$ cat src/rtl/blink_pkg.sv
// Shared types and constants for the multi-channel blinker / warm-boot sequencer.
// Latency: n/a (types only).
// Backpressure: n/a.
package blink_pkg;

   // Sequencer states; the encoding is exported unchanged on the STATE port.
   typedef enum logic [1:0] {
      ST_RUN  = 2'd0,
      ST_HOLD = 2'd1,
      ST_BOOT = 2'd2
   } state_t;

   // Default warm-boot image select, {S1,S0}.
   localparam logic [1:0] BOOT_IMAGE_DEF = 2'b10;

endpackage

$ cat src/rtl/blink_channel.sv
// One LED channel: toggles its LED once every DIV base ticks while enabled.
// Latency: LED changes on the edge that consumes the DIV-th tick; enable clears on the next edge.
// Backpressure: none; freeze holds phase and LED unchanged.
//
// Ports: CLK/RST (sync, active-high), tick (shared prescaler strobe),
//        enable (per-channel blink enable), freeze (hold phase), led (registered).
module blink_channel #(
   parameter int DIV = 1,
   parameter int PW  = 1
) (
   input  logic CLK,
   input  logic RST,
   input  logic tick,
   input  logic enable,
   input  logic freeze,
   output logic led
);

   localparam logic [PW-1:0] PH_LAST = PW'(DIV - 1);

   logic [PW-1:0] phase_q, phase_d;
   logic          led_q,   led_d;

   always_comb begin
      phase_d = phase_q;
      led_d   = led_q;
      if (!enable) begin
         // Disabled channels go dark and restart counting from phase 0.
         phase_d = '0;
         led_d   = 1'b0;
      end else if (tick && !freeze) begin
         if (phase_q == PH_LAST) begin
            phase_d = '0;
            led_d   = ~led_q;
         end else begin
            phase_d = phase_q + PW'(1);
         end
      end
   end

   always_ff @(posedge CLK) begin
      if (RST) begin
         phase_q <= '0;
         led_q   <= 1'b0;
      end else begin
         phase_q <= phase_d;
         led_q   <= led_d;
      end
   end

   assign led = led_q;

endmodule

$ cat src/rtl/blink_boot_ctrl.sv
// Multi-channel LED blinker with warm-boot sequencer (RUN -> HOLD -> BOOT).
// Latency: BOOT_REQ -> STATE=HOLD one edge; HOLD -> BOOT after HOLD_CYCLES edges; no input-to-output comb paths.
// Backpressure: none; BOOT is terminal until RST.
//
// Ports: CLK, RST (sync, active-high), EN_CH[NUM_CH] blink enables, BOOT_REQ (level),
//        LED[NUM_CH], STATE (0 RUN / 1 HOLD / 2 BOOT), BOOT_O (registered), SEL_O (= BOOT_IMAGE).
// Build option: define BLINK_WARMBOOT_EN to instantiate SB_WARMBOOT driven by BOOT_O/SEL_O.
module blink_boot_ctrl
   import blink_pkg::*;
#(
   parameter int         NUM_CH       = 3,
   parameter int         LOG2DELAY    = 22,
   parameter int         BOOT_TOGGLES = 16,
   parameter int         HOLD_CYCLES  = 1024,
   parameter logic [1:0] BOOT_IMAGE   = BOOT_IMAGE_DEF
) (
   input  logic              CLK,
   input  logic              RST,
   input  logic [NUM_CH-1:0] EN_CH,
   input  logic              BOOT_REQ,
   output logic [NUM_CH-1:0] LED,
   output logic [1:0]        STATE,
   output logic              BOOT_O,
   output logic [1:0]        SEL_O
);

   localparam int PW      = (NUM_CH > 1) ? $clog2(NUM_CH) : 1;
   localparam int BCW     = (BOOT_TOGGLES > 0) ? $clog2(BOOT_TOGGLES + 1) : 1;
   // A hold length of 0 would skip HOLD entirely; stretch it to one cycle.
   localparam int HCE     = (HOLD_CYCLES > 0) ? HOLD_CYCLES : 1;
   localparam int HCW     = $clog2(HCE + 1);
   localparam bit AUTO_EN = (BOOT_TOGGLES != 0);

   localparam logic [BCW-1:0] BC_LAST = BCW'(BOOT_TOGGLES - 1);
   localparam logic [HCW-1:0] HC_LAST = HCW'(HCE - 1);

   logic [LOG2DELAY-1:0] presc_q,  presc_d;
   logic [BCW-1:0]       bcnt_q,   bcnt_d;
   logic [HCW-1:0]       hold_q,   hold_d;
   state_t               state_q,  state_d;
   logic                 boot_o_q, boot_o_d;

   logic                 tick;
   logic                 freeze;
   logic [NUM_CH-1:0]    ch_led;
   logic [NUM_CH-1:0]    led_mux;

   // Tick is high during the all-ones cycle so updates land on the wrapping edge.
   assign tick   = &presc_q;
   assign freeze = (state_q != ST_RUN);

   always_comb begin
      presc_d = presc_q + LOG2DELAY'(1);
      bcnt_d  = bcnt_q;
      hold_d  = hold_q;
      state_d = state_q;
      case (state_q)
         ST_RUN: begin
            if (tick) begin
               bcnt_d = bcnt_q + BCW'(1);
            end
            // Request and auto-boot on the same edge collapse into one entry.
            if (BOOT_REQ || (AUTO_EN && tick && (bcnt_q == BC_LAST))) begin
               state_d = ST_HOLD;
            end
         end
         ST_HOLD: begin
            if (hold_q == HC_LAST) begin
               state_d = ST_BOOT;
            end else begin
               hold_d = hold_q + HCW'(1);
            end
         end
         ST_BOOT: begin
            state_d = ST_BOOT;
         end
         default: begin
            state_d = ST_RUN;
         end
      endcase
      boot_o_d = (state_d == ST_BOOT);
   end

   always_ff @(posedge CLK) begin
      if (RST) begin
         presc_q  <= '0;
         bcnt_q   <= '0;
         hold_q   <= '0;
         state_q  <= ST_RUN;
         boot_o_q <= 1'b0;
      end else begin
         presc_q  <= presc_d;
         bcnt_q   <= bcnt_d;
         hold_q   <= hold_d;
         state_q  <= state_d;
         boot_o_q <= boot_o_d;
      end
   end

   for (genvar i = 0; i < NUM_CH; i++) begin : g_ch
      blink_channel #(
         .DIV (i + 1),
         .PW  (PW)
      ) u_ch (
         .CLK    (CLK),
         .RST    (RST),
         .tick   (tick),
         .enable (EN_CH[i]),
         .freeze (freeze),
         .led    (ch_led[i])
      );
   end

   // Selector driven only by flops (state register and channel LED registers).
   always_comb begin
      case (state_q)
         ST_HOLD: led_mux = '1;
         ST_BOOT: led_mux = '0;
         default: led_mux = ch_led;
      endcase
   end

   assign LED    = led_mux;
   assign STATE  = state_q;
   assign BOOT_O = boot_o_q;
   assign SEL_O  = BOOT_IMAGE;

`ifdef BLINK_WARMBOOT_EN
   SB_WARMBOOT u_warmboot (
      .BOOT (BOOT_O),
      .S1   (SEL_O[1]),
      .S0   (SEL_O[0])
   );
`else
   // No primitive: BOOT_O/SEL_O are exported for an external warm-boot block.
`endif

endmodule

$ cat config.mk
export PLATFORM = sky130hd
export DESIGN_NAME = blink_boot_ctrl
export DESIGN_NICKNAME = d
export VERILOG_FILES = /design/src/rtl/blink_pkg.sv /design/src/rtl/blink_channel.sv /design/src/rtl/blink_boot_ctrl.sv
export SDC_FILE = /design/constraint.sdc
export NUM_CORES = 1
export LEC_CHECK = 0
export BUFFER_PORTS_ARGS = -buffer_cell sky130_fd_sc_hd__buf_2
export CORE_MARGIN = 2
export CORE_UTILIZATION = 45
export DETAILED_ROUTE_END_ITERATION = 8
export HOLD_SLACK_MARGIN = 0.03
export PLACE_DENSITY_LB_ADDON = 0.3
export SLEW_MARGIN = 20
export SYNTH_ARGS = -nofsm -noshare
export SYNTH_HDL_FRONTEND = slang
export SYNTH_SLANG_ARGS = --single-unit
$ cat constraint.sdc
create_clock -name CLK -period 2.34 [get_ports CLK]
set_input_delay 0.468 -clock CLK [delete_from_list [all_inputs] [get_ports CLK]]
set_output_delay 0.468 -clock CLK [all_outputs]
set_load 0.05 [all_outputs]
==> metrics.yaml <==
worstReg2RegStart: "presc_q[0]$_SDFF_PP0_"
power_switching_w: 0.000360
syn_area_um2: 2490
drv_slew: 0
antenna_found_initial: 0
io_buffers: 11
timing.setup.tns_ps: 0
p_leak_nw: 0.911
yosys-top-cells-area: "dfxtp_1 40%, a21oi_1 5.8%, ha_1 5.0%"
final-setup-viol-count: 0
p_sw_frac: 0.246
pwr-share-seq: 0.595
dp_hpwl_mm: 3.24
hp-start: "EN_CH[1]"
skew_ps: 15.0
synth_common_cells: "50 x dfxtp_1, 29 x a21oi_1, 21 x nor2_1"
cp-startpoint: "STATE[0]$_SDFF_PP0_"
cts_max_level: 2
cts_tree: "done"
cts_root_buffer: "clkbuf_8"
gp_congestion: 0.759
power_density_nw_per_um2: 543
avgSynthCellArea_um2: 8.63
grtUsageTotal: 0.169
period_share: 0.920
max_freq_mhz: 465
avgViaCountPerCell: 5.50
crit_type: "flop to primary output"
clock_path_buffers: 2
drive_above_1_share: 0.103
grt_max_degree: 45
yosysSeqAreaShare: 0.401
hold_class: "input pin to flop"
wl_per_cell_um: 12.5
crit_fanout: 5
drtIter0Drc: 94
startpoint_type: "flop"
synth_edf_count: 0
die_h_um: 78.5
clkSinkCount: 50
insertion_delay_ps: 300
ys_ff_latch: 50
vdd_drop_max_mv: 0.289
postLayoutCoreUtil: 0.495
hold_viol: 0
fill_cells: 528
wl_mm: 4.66
comb_power_share: 0.067
yosys_most_used_dff: "dfxtp_1"
maxCapViolCount: 0
yosysMostFrequentCell: "dfxtp_1"
postCtsHoldBufs: 0
netlist.area_leader.share: 0.401
yosys.area.top_type: "dfxtp_1"
hold_slack_ps: 442
clockPowerShare: 0.338
syn-instance-count: 289
syn_to_final_growth_pct: 7.92
vias: 2046
cts_resized: 0
reg2reg_depth: 5
ant_nets: 0
intPower_w: 0.00110
grt_pass1_vias: 1907
critical_path_arrival_ps: 1680
postCtsSetupRepairBufs: 0
power.total_w: 0.00146
grt_pass1_wl_mm: 8.38
numCtsBuffers: 5
dieArea_um2: 6160
grt_setup_unrepaired: "no"
required_ps: 1870
clk_pin_slew_worst_paths_ps: 100
holdPathStages: 3
coreArea_um2: 5440
drc_errors: 0
rows: 27
syn-num-nets: 305
ys_async_sr_fraction: 0
io_pins: 14
nNetsFinal: 315
period_needed_ps: 2150
dr.pass1.iters: 4
worstSetupEndpointType: "primary output"
die_w_um: 78.5
synth_cell_type_count: 45
antenna_cells: 0
grt-ovfl-total: 0
yosys_warnings: 0
start_util: 0.459
outcome: "complete, no violations"
==> state kept, by name, indices dropped and copies added, names as in the netlist <==
| register | count |
|---|---|
| presc_q | 22 |
| hold_q | 11 |
| BOOT_O | 1 |
| g_ch.u_ch.led | 3 |
| bcnt_q | 5 |
| g_ch.u_ch.phase_q | 6 |
| STATE | 2 |
==> per-stage QoR <==
stage	instances	worst slack, ps	cell area, µm²
3_3_place_gp	364	233	2610
4_1_cts	372	128	2690
2_1_floorplan	289	-371	2490
3_5_place_dp	364	150	2610
6_report	372	187	2690
5_1_grt	372	42.7	2690
==> worst max-delay path, stage by stage (launching register included) <==
cell and delay, ps:
dfxtp_1 420, inv_1 90, ha_1 350, nand2_1 120
o21ai_0 110, buf_2 290
==> final cells by class <==
| cell class | instances | area [µm²] | share of cell area |
|---|---|---|---|
| Sequential cell | 50 | 1000 | 0.372 |
| Multi-Input combinational cell | 212 | 1370 | 0.509 |
| Tap cell | 72 | 90.1 | 0.0335 |
| Inverter | 14 | 52.6 | 0.0195 |
| Timing Repair Buffer | 16 | 92.6 | 0.0344 |
| Clock buffer | 6 | 72.6 | 0.0270 |
| Clock inverter | 2 | 13.8 | 0.00511 |
==> logic make-up after synthesis <==
| family | after synthesis | synth area share |
|---|---|---|
| muxes | 4 | 0.0176 |
| xor gates and xnor gates | 12 | 0.0421 |
| DFF | 50 | 0.401 |
| and+or+nand+nor | 117 | 0.276 |
| AOI/OAI and AO/OA | 67 | 0.160 |
| adders and majority gates | 10 | 0.0502 |
| buffers and inverters | 27 | 0.0496 |
| other | 2 | 0.00301 |
==> layout by cell type, fill, tap and decap left out, types with 5 or more instances in the layout <==
cell | synthesis | layout
buf_2 | 0 | 11
nand4_1 | 12 | 12
nand2b_1 | 5 | 5
o31ai_1 | 13 | 13
a21oi_1 | 29 | 29
ha_1 | 10 | 10
or4_1 | 12 | 12
xor2_1 | 8 | 8
nand3_1 | 13 | 13
clkbuf_8 | 0 | 5
nand2_1 | 13 | 13
nor2_1 | 21 | 21
inv_1 | 14 | 14
or3_1 | 8 | 8
buf_4 | 2 | 5
o21ai_0 | 17 | 17
dfxtp_1 | 50 | 50
==> path summary, 6_finish.rpt <==
check	end	slack (ps)
max	LED[2]	190
min	g_ch[1].u_ch.led$_SDFFE_PP0P_	440
max reg2reg	bcnt_q[3]$_SDFFE_PP0P_	230
min reg2reg	presc_q[0]$_SDFF_PP0_	450
==> power groups by stage <==
stage / Combinational [W] / Sequential [W] / Clock, W
floorplan: 0.0000702 / 0.000894 / 0
global placement: 0.0000975 / 0.000889 / 0
detailed placement: 0.0000988 / 0.000889 / 0
CTS: 0.0000992 / 0.000870 / 0.000517
global route: 0.000109 / 0.000872 / 0.000553
finish: 0.0000980 / 0.000869 / 0.000495
==> per-layer routing <==
layer / track usage / vias up / routed length, µm
li1: - / 1071 / -
met5: 0 / - / 0
met2: 0.271 / 13 / 2150
met4: 0.0667 / 0 / 64
met3: 0.0379 / 6 / 107
met1: 0.220 / 956 / 2340
Power figures use the tool's default switching activity.
